File: src/rtl/systolic_feed_ctrl_pkg.sv
// Shared types and default geometry for the systolic operand-feed sequencer.
// Drain length follows the array size: 2N-1 cycles to flush an NxN skewed array.
package systolic_feed_ctrl_pkg;

  typedef enum logic [2:0] {
    S_IDLE  = 3'd0,
    S_CLEAR = 3'd1,
    S_FEED  = 3'd2,
    S_DRAIN = 3'd3,
    S_DONE  = 3'd4
  } state_t;

  localparam int ARRAY_N       = 4;
  localparam int LEN_DEF       = 16;
  localparam int DATA_W_DEF    = 16;
  localparam int ADDR_W_DEF    = 4;
  localparam int DRAIN_CYC_DEF = 2 * ARRAY_N - 1;

endpackage

File: src/rtl/systolic_host_wr_port.sv
// Registered host write decoder: one-hot RAM select plus address/data, one cycle latency.
// Out-of-range selects decode to no enable, so the write is silently dropped.
module systolic_host_wr_port
  import systolic_feed_ctrl_pkg::*;
#(
  parameter int ADDR_W = ADDR_W_DEF,
  parameter int DATA_W = DATA_W_DEF,
  parameter int N_RAM  = 8,
  parameter int SEL_W  = 3
) (
  input  logic              clk,
  input  logic              rst_n,
  input  logic              accept,
  input  logic [SEL_W-1:0]  sel,
  input  logic [ADDR_W-1:0] addr,
  input  logic [DATA_W-1:0] data,
  output logic [N_RAM-1:0]  wr_en,
  output logic [ADDR_W-1:0] wr_addr,
  output logic [DATA_W-1:0] wr_data
);

  logic [N_RAM-1:0] dec;

  always_comb begin
    dec = '0;
    for (int i = 0; i < N_RAM; i++) begin
      dec[i] = (sel == SEL_W'(i));
    end
  end

  // Address/data idle at zero so the top can OR them with the feed address.
  always_ff @(posedge clk) begin
    if (!rst_n) begin
      wr_en   <= '0;
      wr_addr <= '0;
      wr_data <= '0;
    end else if (accept) begin
      wr_en   <= dec;
      wr_addr <= addr;
      wr_data <= data;
    end else begin
      wr_en   <= '0;
      wr_addr <= '0;
      wr_data <= '0;
    end
  end

endmodule

File: src/rtl/systolic_feed_ctrl.sv
// Operand RAM sequencer for the systolic array: host loading in IDLE, then clear/feed/drain/done.
// Outputs are registered from next-state; host writes land one cycle after acceptance.
module systolic_feed_ctrl
  import systolic_feed_ctrl_pkg::*;
#(
  parameter int ADDR_W    = ADDR_W_DEF,
  parameter int LEN       = LEN_DEF,
  parameter int DATA_W    = DATA_W_DEF,
  parameter int N_RAM     = 8,
  parameter int SEL_W     = 3,
  parameter int DRAIN_CYC = DRAIN_CYC_DEF
) (
  input  logic              clk,
  input  logic              rst_n,
  input  logic              start,
  input  logic              host_wr,
  input  logic [SEL_W-1:0]  host_sel,
  input  logic [ADDR_W-1:0] host_addr,
  input  logic [DATA_W-1:0] host_data,
  output logic              host_ready,
  output logic [N_RAM-1:0]  ram_en,
  output logic [N_RAM-1:0]  ram_we,
  output logic [ADDR_W-1:0] ram_addr,
  output logic [DATA_W-1:0] ram_di,
  output logic              pe_clear,
  output logic              pe_valid,
  output logic              busy,
  output logic              done
);

  localparam int                DRN_W      = $clog2(DRAIN_CYC + 1);
  localparam logic [ADDR_W-1:0] LAST_ADDR  = ADDR_W'(LEN - 1);
  localparam logic [DRN_W-1:0]  DRAIN_LOAD = DRN_W'(DRAIN_CYC - 1);

  state_t            state, state_nx;
  logic [ADDR_W-1:0] addr_q, addr_nx;
  logic [DRN_W-1:0]  drain_q, drain_nx;
  logic              feed_q;
  logic              clear_nx, feed_nx, busy_nx, done_nx;
  logic              host_acc;
  logic [N_RAM-1:0]  hw_en;
  logic [ADDR_W-1:0] hw_addr;
  logic [DATA_W-1:0] hw_data;

  assign host_ready = (state == S_IDLE);
  assign host_acc   = host_wr & host_ready;

  systolic_host_wr_port #(
    .ADDR_W (ADDR_W),
    .DATA_W (DATA_W),
    .N_RAM  (N_RAM),
    .SEL_W  (SEL_W)
  ) u_host_wr (
    .clk     (clk),
    .rst_n   (rst_n),
    .accept  (host_acc),
    .sel     (host_sel),
    .addr    (host_addr),
    .data    (host_data),
    .wr_en   (hw_en),
    .wr_addr (hw_addr),
    .wr_data (hw_data)
  );

  always_ff @(posedge clk) begin
    if (!rst_n) begin
      state <= S_IDLE;
    end else begin
      state <= state_nx;
    end
  end

  always_comb begin
    state_nx = state;
    addr_nx  = addr_q;
    drain_nx = drain_q;
    case (state)
      S_IDLE: begin
        if (start) state_nx = S_CLEAR;
      end
      S_CLEAR: begin
        state_nx = S_FEED;
        addr_nx  = '0;
      end
      S_FEED: begin
        if (addr_q == LAST_ADDR) begin
          state_nx = S_DRAIN;
          drain_nx = DRAIN_LOAD;
        end else begin
          addr_nx = addr_q + ADDR_W'(1);
        end
      end
      S_DRAIN: begin
        if (drain_q == '0) begin
          state_nx = S_DONE;
        end else begin
          drain_nx = drain_q - DRN_W'(1);
        end
      end
      S_DONE:  state_nx = S_IDLE;
      default: state_nx = S_IDLE;
    endcase
    clear_nx = (state_nx == S_CLEAR);
    feed_nx  = (state_nx == S_FEED);
    busy_nx  = (state_nx != S_IDLE);
    done_nx  = (state_nx == S_DONE);
  end

  // Feed address is held at zero outside FEED so it can share the bus with host writes.
  always_ff @(posedge clk) begin
    if (!rst_n) begin
      addr_q   <= '0;
      drain_q  <= '0;
      feed_q   <= 1'b0;
      pe_clear <= 1'b0;
      pe_valid <= 1'b0;
      busy     <= 1'b0;
      done     <= 1'b0;
    end else begin
      addr_q   <= feed_nx ? addr_nx : '0;
      drain_q  <= drain_nx;
      feed_q   <= feed_nx;
      pe_clear <= clear_nx;
      pe_valid <= feed_q;
      busy     <= busy_nx;
      done     <= done_nx;
    end
  end

  // Host strobes only occur in IDLE/CLEAR and feed only in FEED, so these ORs never collide.
  assign ram_en   = hw_en | {N_RAM{feed_q}};
  assign ram_we   = hw_en;
  assign ram_addr = hw_addr | addr_q;
  assign ram_di   = hw_data;

endmodule

File: config.mk
export PLATFORM = sky130hd
export DESIGN_NAME = systolic_feed_ctrl
export DESIGN_NICKNAME = d
export VERILOG_FILES = /design/src/rtl/systolic_feed_ctrl_pkg.sv /design/src/rtl/systolic_host_wr_port.sv /design/src/rtl/systolic_feed_ctrl.sv
export SDC_FILE = /design/constraint.sdc
export NUM_CORES = 1
export LEC_CHECK = 0
export CAP_MARGIN = 10
export CORE_MARGIN = 2
export CORE_UTILIZATION = 40
export DETAILED_ROUTE_END_ITERATION = 10
export PLACE_DENSITY = 0.77
export SYNTH_ARGS = -nofsm -noshare
export SYNTH_HDL_FRONTEND = slang
export SYNTH_HIERARCHICAL = 1
export SYNTH_SLANG_ARGS = --single-unit
export TNS_END_PERCENT = 20
File: constraint.sdc
create_clock -name clk -period 3.6 [get_ports clk]
set_input_delay 0.9 -clock clk [delete_from_list [all_inputs] [get_ports clk]]
set_output_delay 0.9 -clock clk [all_outputs]
set_load 0.005 [all_outputs]
==> results of run 1 <==
==> layout by cell type, fill, tap and decap left out, types with 2 or more instances in the layout <==
cell type and n:
clkbuf_8 5, xnor2_1 2, clkdlybuf4s50_1 67, and2_1 2, inv_1 4, nor3_1 8
or2_2 12, nor4_1 2, dfxtp_1 43, nand3_1 4, nor2_1 9, ha_1 3
o311a_1 3, nand2_1 9, a21oi_2 2, and3_1 21, nand2b_1 3
==> routing by layer <==
metal  vias to the layer above  global-route usage  wire length, um
met1                       545               0.168             1220
met3                         7              0.0719              307
li1                        615                   -                -
met5                         -                   0                0
met4                         0              0.0703               65
met2                        52               0.284             1560
==> power by group through the flow <==
stage	sequential, mW	combinational [mW]	clock, mW
2_1_floorplan	0.511	0.0504	0
3_3_place_gp	0.513	0.124	0
3_5_place_dp	0.514	0.127	0
4_1_cts	0.503	0.128	0.274
5_1_grt	0.505	0.138	0.296
6_report	0.503	0.126	0.268
==> final timing paths <==
| check | from | endpoint | slack, ps | cells past startpoint |
|---|---|---|---|---|
| setup / recovery | state[1] | host_ready | 1110 | 2 |
| hold / removal | drain_q[0] | drain_q[0] | 460 | 2 |
| setup reg to reg | state[1] | u_host_wr/wr_en[1] | 1790 | 4 |
| hold reg to reg | drain_q[0] | drain_q[0] | 460 | 2 |
==> worst register-to-register path, delay by kind of cell (launching register included) <==
family / cells / cell delay [ps]
flops: 1 / 420
simple gates: 4 / 1310
==> Yosys cell counts, types with 2 or more instances <==
master | n | area share
dfxtp_1 | 43 | 0.57
and3_1 | 21 | 0.087
or2_2 | 12 | 0.050
nand2_1 | 9 | 0.022
nor2_1 | 9 | 0.022
nor3_1 | 8 | 0.026
buf_6 | 4 | 0.030
inv_1 | 4 | 0.0099
nand3_1 | 4 | 0.013
ha_1 | 3 | 0.025
nand2b_1 | 3 | 0.012
o311a_1 | 3 | 0.020
a21oi_2 | 2 | 0.012
and2_1 | 2 | 0.0083
buf_2 | 2 | 0.0066
clkbuf_2 | 2 | 0.0066
nor4_1 | 2 | 0.0083
xnor2_1 | 2 | 0.012
==> kinds of logic after synthesis <==
family,share of synthesized area
and+or+nand+nor,0.300
DFF,0.570
buffers and inverters,0.0530
AOI/OAI and AO/OA,0.0414
adders and majority gates,0.0248
xor gates and xnor gates,0.0116
==> final cells by class <==
type	count	area, um^2
Inverter	4	15.0
Multi-Input combinational cell	88	571
Clock buffer	6	72.6
Timing Repair Buffer	67	671
Fill cell	326	1380
Tap cell	48	60.1
Sequential cell	43	861
==> sequential cells by signal, summed over array words and instances, names as in the netlist <==
name and count:
addr_q 4, busy 1, done 1, drain_q 3, feed_q 1, pe_clear 1, pe_valid 1, state 3
u_host_wr/wr_addr 4, u_host_wr/wr_data 16, u_host_wr/wr_en 8
==> metrics.md, run 1 <==
| Metric | Value |
|---|---|
| GRT Total Usage | 0.163 |
| Clock Skew | slightly below 4 ps |
| Yosys cell types | 26 |
| Arrival @ worst endpoint | between 1500 and 2000 ps |
| NetSw | between 150 and 200 uW |
| LEAKAGE | a little over 0.9 nW |
| Setup Buffers After CTS | 0 |
| Post-route ant nets | 0 |
| Final Instance Area | around 2200 um^2 |
| Clock sink count | 43 |
| Area Growth Syn to Fin | 48.8% |
| Iter 0 DRT Violations | 26 |
| Register area share after synthesis | 0.570 |
| Final WL | around 3200 um |
| Sw Ratio | 0.212 |
| Fin crit period | roughly 2500 ps |
| Drc violations | 0 |
| Setup TNS | 0 ps |
| Vias in the first global route | between 1,000 and 1,500 |
| Post-CTS Resized | 0 |
| Outcome | finished, final reports clean |
| Number of synthesized register bits | between 40 and 50 |
| Clock Tree Root | clkbuf_8 |
| Worst path cell trace | nor3_1 > clkdlybuf4s50_1 |
| Mapped Area | about 1500 um^2 |
| FP Rows | 22 |
| Synth async-reset ratio | 0 |
| Clock Tree Buf Depth | 2 |
| Final setup vio count | 0 |
| Pint | just over 700 uW |
| Clock slew at reported path FFs | around 70 ps |
| Crit Path Class | reg2out |
| Worst Path Max Fanout | 8 |
| Cell Pwr Density | 399 nW/um^2 |
| DIE AREA | 4290 um^2 |
| Design Power | 897 uW |
| Nets@finish | 239 |
| Yosys warns | 6 |
| Initial antenna violation count | 0 |
| Syn_nets | between 150 and 200 |
| CP Launch Type | flip-flop |
| Max H-tree Level | 2 |
| Clk Latency, worst-skew pair | ~280 ps |
| Number of synthesized flops with an enable pin | 0 |
| Largest stage delay, worst path | approximately 560 ps |
| RSZ-0062 raised after global routing | no |
| Slew @ Worst Pin | just under 800 ps |
| Port Buffers | 67 |
| Post-Place Setup Slack | between 900 and 1000 ps |
| Area post-placement | 2180 um^2 |
| Cts hold-fix bufs | 0 |
| Top FF cell, synth | dfxtp_1 |
| Slowest CP cell | clkdlybuf4s50_1 |
| Slew HR | 0.478 |
| Worst min-delay path class | reg2reg |
| Vias per cell | 4.76 |
| Combinational power share | 0.141 |
| Syn avg cell area | 10.6 um^2 |
| Layout cells sized above 1 | 0.111 |
| Final count of hold timing violations | 0 |
| WP data required | about 2700 ps |
| Total of max-cap violations | 0 |
| IO Count | 68 |
| Antenna cells | 0 |
| Final Max Tran Viols | 0 |
| Core Util, Final | 0.619 |
| Largest net degree at the start of global routing | 30 |
| Sequential share of power | 0.561 |
| Final RePlAce weighted congestion | approximately 0.76 |
| Worst setup EP type | output pin |
| DR pass1 iterations | 4 |
| Initial Utilization | 0.416 |
| Routed length per instance | ~12 um |
| Dpl cells | between 200 and 300 |
| Core area | about 3600 um^2 |
| CTS tree | yes |
| Worst setup slack after layout | roughly 1100 ps |
| Fmax | roughly 400 MHz |
| Die X | around 65 um |
| Grt ovf | 0 |
| Global-route wire length before repair | ~5200 um |
| Cts bufs inserted | 5 |
| Die H | 65.5 um |
| Clock share of power | 0.299 |
| HPWL Detailed | 2400 um |
| Final worst-path cycle share | 0.692 |
| Cells after Synth | between 100 and 150 |
| DR vias | approximately 1,200 |
| Final instance count without filler cells | around 260 |
| Crit-path leading delay family | buffers and inverters |
| Fin Hold WS | 464 ps |
| Number of buffers and inverters on the critical path | 1 |
| Max VDD drop | roughly 220 uV |
No activity file was read; power rests on OpenSTA's default activity.
==> run 2: changes to the inputs <==
--- a/config.mk
+++ b/config.mk
@@ -7,9 +7,9 @@
 export LEC_CHECK = 0
 export CAP_MARGIN = 10
 export CORE_MARGIN = 2
-export CORE_UTILIZATION = 40
+export CORE_UTILIZATION = 37
 export DETAILED_ROUTE_END_ITERATION = 10
-export PLACE_DENSITY = 0.77
+export PLACE_DENSITY = 0.75
 export SYNTH_ARGS = -nofsm -noshare
 export SYNTH_HDL_FRONTEND = slang
 export SYNTH_HIERARCHICAL = 1
==> constraint.sdc (replaced) <==
create_clock -name clk -period 2.1 [get_ports clk]
set_input_delay 0.525 -clock clk [delete_from_list [all_inputs] [get_ports clk]]
set_output_delay 0.525 -clock clk [all_outputs]
set_load 0.005 [all_outputs]
==> run 2 against run 1 <==
  * Non-clock buffer count increased by 3
  * Register-to-register slack worse by 1300 ps
  * Cell count up 2.7%
  * Critical path depth did not move
  * First-iteration DRC count grew 62%
  * Routed wire length shrank 6.4%
  * Via count down 0.16%
  * Flip-flop and latch count stayed put
  * Core utilization down 2.7 points
  * Largest cell class unchanged
  * Combinational power up 80%
==> metrics.md, run 2 (synthesis results as in run 1) <==
| Metric | Value |
|---|---|
| Clock sink count | 43 (unchanged) |
| Clock Tree Buf Depth | 2 (unchanged) |
| Clock Tree Root | clkbuf_8 (unchanged) |
| Worst setup EP type | output pin (unchanged) |
| Port Buffers | 67 (unchanged) |
| Crit Path Class | reg2out (unchanged) |
| Die H | 67.9 um (was 65.5 um) |
| Worst min-delay path class | reg2reg (unchanged) |
| Iter 0 DRT Violations | 42 (was 26) |
| Post-route ant nets | 0 (unchanged) |
| HPWL Detailed | 2260 um (was 2400 um) |
| Slew @ Worst Pin | 465 ps (was 781 ps) |
| Largest net degree at the start of global routing | 23 (was 30) |
| DIE AREA | 4610 um^2 (was 4290 um^2) |
| Worst Path Max Fanout | 8 (unchanged) |
| Fin crit period | about 2000 ps |
| Cts hold-fix bufs | 0 (unchanged) |
| Core area | 3970 um^2 (was 3630 um^2) |
| Clock slew at reported path FFs | 80 ps (was 70 ps) |
| Most frequent cells in the layout | clkdlybuf4s50_1, dfxtp_1, and3_1, or2_2 (unchanged) |
| Arrival @ worst endpoint | 1470 ps (was 1590 ps) |
| Clk Latency, worst-skew pair | 290 ps (was 280 ps) |
| Reg with most FFs | u_host_wr/wr_data (unchanged) |
| CP Launch Type | flip-flop (unchanged) |
| DR vias | 1,217 (was 1,219) |
| DR pass1 iterations | 4 (unchanged) |
| CTS tree | yes (unchanged) |
| Fin Hold WS | 459 ps (was 464 ps) |
| Most common cell after layout, fill and taps aside | clkdlybuf4s50_1 (unchanged) |
| Post-CTS Resized | 0 (unchanged) |
| Worst setup slack after layout | 102 ps (was 1110 ps) |
| Drc violations | 0 (unchanged) |
| RSZ-0062 raised after global routing | no (unchanged) |
| Slowest CP cell | clkdlybuf4s50_1 (unchanged) |
| Die X | 67.9 um (was 65.5 um) |
| Max FFs per register | 16 (unchanged) |
| Vias in the first global route | 1,139 (was 1,199) |
| Biggest regs | u_host_wr/wr_data (16), u_host_wr/wr_en (8) (unchanged) |
| NetSw | 347 uW (was 190 uW) |
| Max VDD drop | 495 uV (was 224 uV) |
| LEAKAGE | 0.983 nW (was 0.934 nW) |
| Final RePlAce weighted congestion | 0.692 (was 0.757) |
| Setup TNS | 0 ps (unchanged) |
| Worst Hold Launch | addr_q[0] (was drain_q[0]) |
| Setup Buffers After CTS | 0 (unchanged) |
| Worst Setup SP | state[1] (unchanged) |
| Sequential share of power | 0.472 (was 0.561) |
| Register area | 861 um^2 (unchanged) |
| Fmax | between 500 and 600 MHz |
| Sw Ratio | 0.191 (was 0.212) |
| Launching point of the worst reg2reg path | drain_q[0] (was state[1]) |
| Largest stage delay, worst path | 530 ps (was 560 ps) |
| Final setup vio count | 0 (unchanged) |
| FP Rows | 23 (was 22) |
| Grt ovf | 0 (unchanged) |
| Fillers | 363 (was 326) |
| IO Count | 68 (unchanged) |
| Initial Utilization | 0.381 (was 0.416) |
| Cts bufs inserted | 5 (unchanged) |
| Antenna cells | 0 (unchanged) |
| WP data required | 1570 ps (was 2700 ps) |
| Layout cells sized above 1 | 0.136 (was 0.111) |
| Design Power | 1.82 mW (was 897 uW) |
| Core Util, Final | 0.592 (was 0.619) |
| Routed length per instance | 11.2 um (was 12.3 um) |
| Final Max Tran Viols | 0 (unchanged) |
| Final worst-path cycle share | 0.951 |
| Outcome | finished, final reports clean (unchanged) |
| Post-Place Setup Slack | 300 ps (was 988 ps) |
| Pint | 1.47 mW (was 707 uW) |
| GRT Total Usage | 0.142 (was 0.163) |
| Multi-input logic area | 576 um^2 (was 571 um^2) |
| Cell Pwr Density | 774 nW/um^2 (was 399 nW/um^2) |
| Internal reg-to-reg setup slack | 450 ps (was 1790 ps) |
| Total of max-cap violations | 0 (unchanged) |
| Number of buffers and inverters on the critical path | 1 (unchanged) |
| Vias per cell | 4.63 (was 4.76) |
| Final count of hold timing violations | 0 (unchanged) |
| Nets@finish | 242 (was 239) |
| Worst path cell trace | nor3_2 > clkdlybuf4s50_1 (was nor3_1 > clkdlybuf4s50_1) |
| Crit-path leading delay family | buffers and inverters (unchanged) |
| Slew HR | 0.690 (was 0.478) |
| Clock share of power | 0.403 (was 0.299) |
| Max H-tree Level | 2 (unchanged) |
| Clock Skew | 3.30 ps (was 3.93 ps) |
| Final WL | 2960 um (was 3160 um) |
| Global-route wire length before repair | 4800 um (was 5240 um) |
| Initial antenna violation count | 0 (unchanged) |
| Area Growth Syn to Fin | 55.6% (was 48.8%) |
| Combinational power share | 0.125 (was 0.141) |
[run 2: layout make-up]
cell class	instances	area share
clock buffer	6	0.0309
clock inverter	2	0.0255
inverter	4	0.00638
multi-input combinational	88	0.245
sequential	43	0.366
tap	50	0.0266
timing repair buffer	70	0.300
[run 2: through the flow]
stage                     cell area [um^2]  cells
after detailed placement              2210    255
after CTS                             2350    263
final                                 2350    263
after global routing                  2350    263
after floorplan                       1510    143
after global placement                2210    255
[run 2: path summary, 6_finish.rpt]
kind,end,cells past startpoint
hold reg to reg,addr_q[0],1
setup reg to reg,drain_q[1],6
setup / recovery,host_ready,2
hold / removal,addr_q[0],1
[run 2: power groups by stage]
stage	Clock [mW]	Sequential (mW)	Combinational, mW
floorplan	0	0.876	0.0865
global placement	0	0.878	0.226
detailed placement	0	0.879	0.228
CTS	0.754	0.860	0.229
global route	0.784	0.864	0.251
finish	0.735	0.860	0.227
[run 2: routing by layer]
layer,track usage,vias to the layer above,wire length [um]
met2,0.233,41,1390
met4,0.0525,0,45
met3,0.0724,5,249
met1,0.158,550,1270
li1,-,621,-
met5,0,-,0
==> run 3: changes to the inputs <==
--- a/config.mk
+++ b/config.mk
@@ -9,7 +9,7 @@
 export CORE_MARGIN = 2
 export CORE_UTILIZATION = 37
 export DETAILED_ROUTE_END_ITERATION = 10
-export PLACE_DENSITY = 0.75
+export PLACE_DENSITY = 0.86
 export SYNTH_ARGS = -nofsm -noshare
 export SYNTH_HDL_FRONTEND = slang
 export SYNTH_HIERARCHICAL = 1
==> run 3 against run 2 <==
  * Largest cell class unchanged
  * Via count shrank 2.9%
  * Sequential power is essentially flat
  * Highest routed layer unchanged
  * Critical endpoint unchanged
  * Core utilization shrank 0.69 points
  * Largest power group unchanged
  * Flip-flop and latch count is the same
  * Critical path type unchanged
  * Cell area shrank 1.2%
  * Critical path depth is the same
  * Hold slack gained 1.1 ps
  * Cell count is the same
  * Sequential share of layout area grew 0.43 points
  * Fmax grew 0.68%
  * Global-route usage shrank 0.49 points
  * Clock power shrank 11%
==> metrics.md, run 3 (synthesis results as in run 1) <==
| Metric | Value |
|---|---|
| Cell Pwr Density | 746 nW/um^2 (was 774 nW/um^2) |
| DIE AREA | 4610 um^2 (unchanged) |
| Clk Latency, worst-skew pair | 290 ps (about the same) |
| Final setup vio count | 0 (unchanged) |
| Crit Path Class | reg2out (unchanged) |
| Cts bufs inserted | 5 (unchanged) |
| Slew @ Worst Pin | 430 ps (was 465 ps) |
| Setup TNS | 0 ps (unchanged) |
| Drc violations | 0 (unchanged) |
| Max H-tree Level | 2 (unchanged) |
| CTS tree | yes (unchanged) |
| GRT Total Usage | 0.137 (was 0.142) |
| Worst path cell trace | nor3_2 > clkdlybuf4s50_1 (unchanged) |
| Final RePlAce weighted congestion | 0.756 (was 0.692) |
| Clock Tree Root | clkbuf_8 (unchanged) |
| Launching point of the worst reg2reg path | drain_q[0] (unchanged) |
| Fin crit period | 1980 ps (was 2000 ps) |
| Core area | 3970 um^2 (unchanged) |
| Clock Tree Buf Depth | 2 (unchanged) |
| Worst Hold Endpoint | drain_q[0] (was addr_q[0]) |
| Final WL | 2840 um (was 2960 um) |
| Clock Skew | 6.32 ps (was 3.30 ps) |
| Slew HR | 0.713 (was 0.690) |
| Final count of hold timing violations | 0 (unchanged) |
| Cts hold-fix bufs | 0 (unchanged) |
| FP Rows | 23 (unchanged) |
| Fmax | 504 MHz (was 500 MHz) |
| Nets@finish | 242 (unchanged) |
| Worst Path Max Fanout | 8 (unchanged) |
| Grt ovf | 0 (unchanged) |
| DR vias | 1,182 (was 1,217) |
| Internal reg-to-reg setup slack | 480 ps (was 450 ps) |
| LEAKAGE | 0.974 nW (was 0.983 nW) |
| Crit-path leading delay family | buffers and inverters (unchanged) |
| Grt met3 use | 0.0822 (was 0.0724) |
| Vias per cell | 4.49 (was 4.63) |
| Grt peak-use layer | met2 (unchanged) |
| Die X | 67.9 um (unchanged) |
| Worst setup EP type | output pin (unchanged) |
| Biggest regs | u_host_wr/wr_data (16), u_host_wr/wr_en (8) (unchanged) |
| RSZ-0062 raised after global routing | no (unchanged) |
| Global-route wire length before repair | 4550 um (was 4800 um) |
| Fillers | 351 (was 363) |
| M2 GR Usage | 0.199 (was 0.233) |
| Arrival @ worst endpoint | 1460 ps (was 1470 ps) |
| Critical R2R Capture | drain_q[2] (was drain_q[1]) |
| Final worst-path cycle share | 0.945 (was 0.951) |
| Vias in the first global route | 1,040 (was 1,139) |
| Slowest CP cell | clkdlybuf4s50_1 (unchanged) |
| Worst min-delay path class | reg2reg (unchanged) |
| Grt met1 use | 0.154 (was 0.158) |
| Largest stage delay, worst path | 540 ps (was 530 ps) |
| WP data required | 1570 ps (about the same) |
| R2r worst-path depth | 6 (unchanged) |
| Post-route ant nets | 0 (unchanged) |
| Fin Hold WS | 460 ps (was 459 ps) |
| Clock sink count | 43 (unchanged) |
| Initial Utilization | 0.381 (unchanged) |
| Area Growth Syn to Fin | 53.8% (was 55.6%) |
| Iter 0 DRT Violations | 49 (was 42) |
| DR pass1 iterations | 4 (unchanged) |
| HPWL Detailed | 2160 um (was 2260 um) |
| Antenna cells | 0 (unchanged) |
| Largest net degree at the start of global routing | 19 (was 23) |
| Die H | 67.9 um (unchanged) |
| Max FFs per register | 16 (unchanged) |
| CP Launch Type | flip-flop (unchanged) |
| Outcome | finished, final reports clean (unchanged) |
| Routed length per instance | 10.8 um (was 11.2 um) |
| Most frequent cells in the layout | clkdlybuf4s50_1, dfxtp_1, and3_1, or2_2 (unchanged) |
| Layout cells sized above 1 | 0.141 (was 0.136) |
| Worst Hold Launch | drain_q[0] (was addr_q[0]) |
| Worst Hold Path Cells | 2 (was 1) |
| Most common cell after layout, fill and taps aside | clkdlybuf4s50_1 (unchanged) |
| Initial antenna violation count | 0 (unchanged) |
| Reg with most FFs | u_host_wr/wr_data (unchanged) |
| Port Buffers | 67 (unchanged) |
| Clock slew at reported path FFs | 80 ps (about the same) |
| Total of max-cap violations | 0 (unchanged) |
| IO Count | 68 (unchanged) |
| Final Max Tran Viols | 0 (unchanged) |
| Number of buffers and inverters on the critical path | 1 (unchanged) |
| Max VDD drop | 538 uV (was 495 uV) |
[run 3: changes by cell type in the layout (fill, tap and decap cells not counted)]
cell and delta:
bufinv_16 -1, clkinv_2 +1, buf_12 -1, clkbuf_8 +1
clkbuf_1 -1, buf_4 +1
[run 3: worst max-delay path by stage]
stage | start | endpoint | cells after the start
after floorplan | drain_q[0] | drain_q[1] | 7
after global placement | rst_n | feed_q | 3
after detailed placement | rst_n | addr_q[2] | 3
after CTS | state[0] | host_ready | 2
after global routing | state[0] | host_ready | 2
final | state[0] | host_ready | 2
[run 3: cell type report]
type / instances / area, um^2 / share of cell area
Sequential cell: 43 / 861 / 0.370
Timing Repair Buffer: 70 / 693 / 0.298
Multi-Input combinational cell: 88 / 576 / 0.248
Clock buffer: 6 / 82.6 / 0.0355
Tap cell: 50 / 62.6 / 0.0269
Clock inverter: 2 / 35.0 / 0.0151
Inverter: 4 / 15.0 / 0.00646
[run 3: per-layer routing]
metal / share of wire / routed length (um)
met1: 0.42 / 1200
met2: 0.45 / 1270
met3: 0.11 / 319
met4: 0.020 / 56
met5: 0 / 0
[run 3: power breakdown]
part	switching, mW	internal (mW)	leakage (nW)
registers	0.0147	0.844	0.350
clock network	0.268	0.385	0.0612
logic	0.0715	0.152	0.563
[run 3: stage by stage]
| step | util | area (um^2) | setup slack [ps] | power (mW) | std cells |
|---|---|---|---|---|---|
| after floorplan | - | 1510 | 649 | 0.962 | 143 |
| after global placement | 0.555 | 2200 | 310 | 1.10 | 255 |
| after detailed placement | 0.555 | 2200 | 275 | 1.10 | 255 |
| after CTS | 0.585 | 2320 | 83.0 | 1.76 | 263 |
| after global routing | 0.585 | 2320 | 17.1 | 1.81 | 263 |
| final | 0.585 | 2320 | 115 | 1.74 | 263 |
[run 3: timing repair]
item | 4_1_cts | 5_1_grt
resized for setup | 1 | 0
setup endpoints to repair | 1 | 0
buffers inserted | 0 | 0
[run 3: worst min-delay path: stages (launching register included)]
cell     delay (ps)
dfxtp_1         320
nand2_1          50
o31ai_1          50
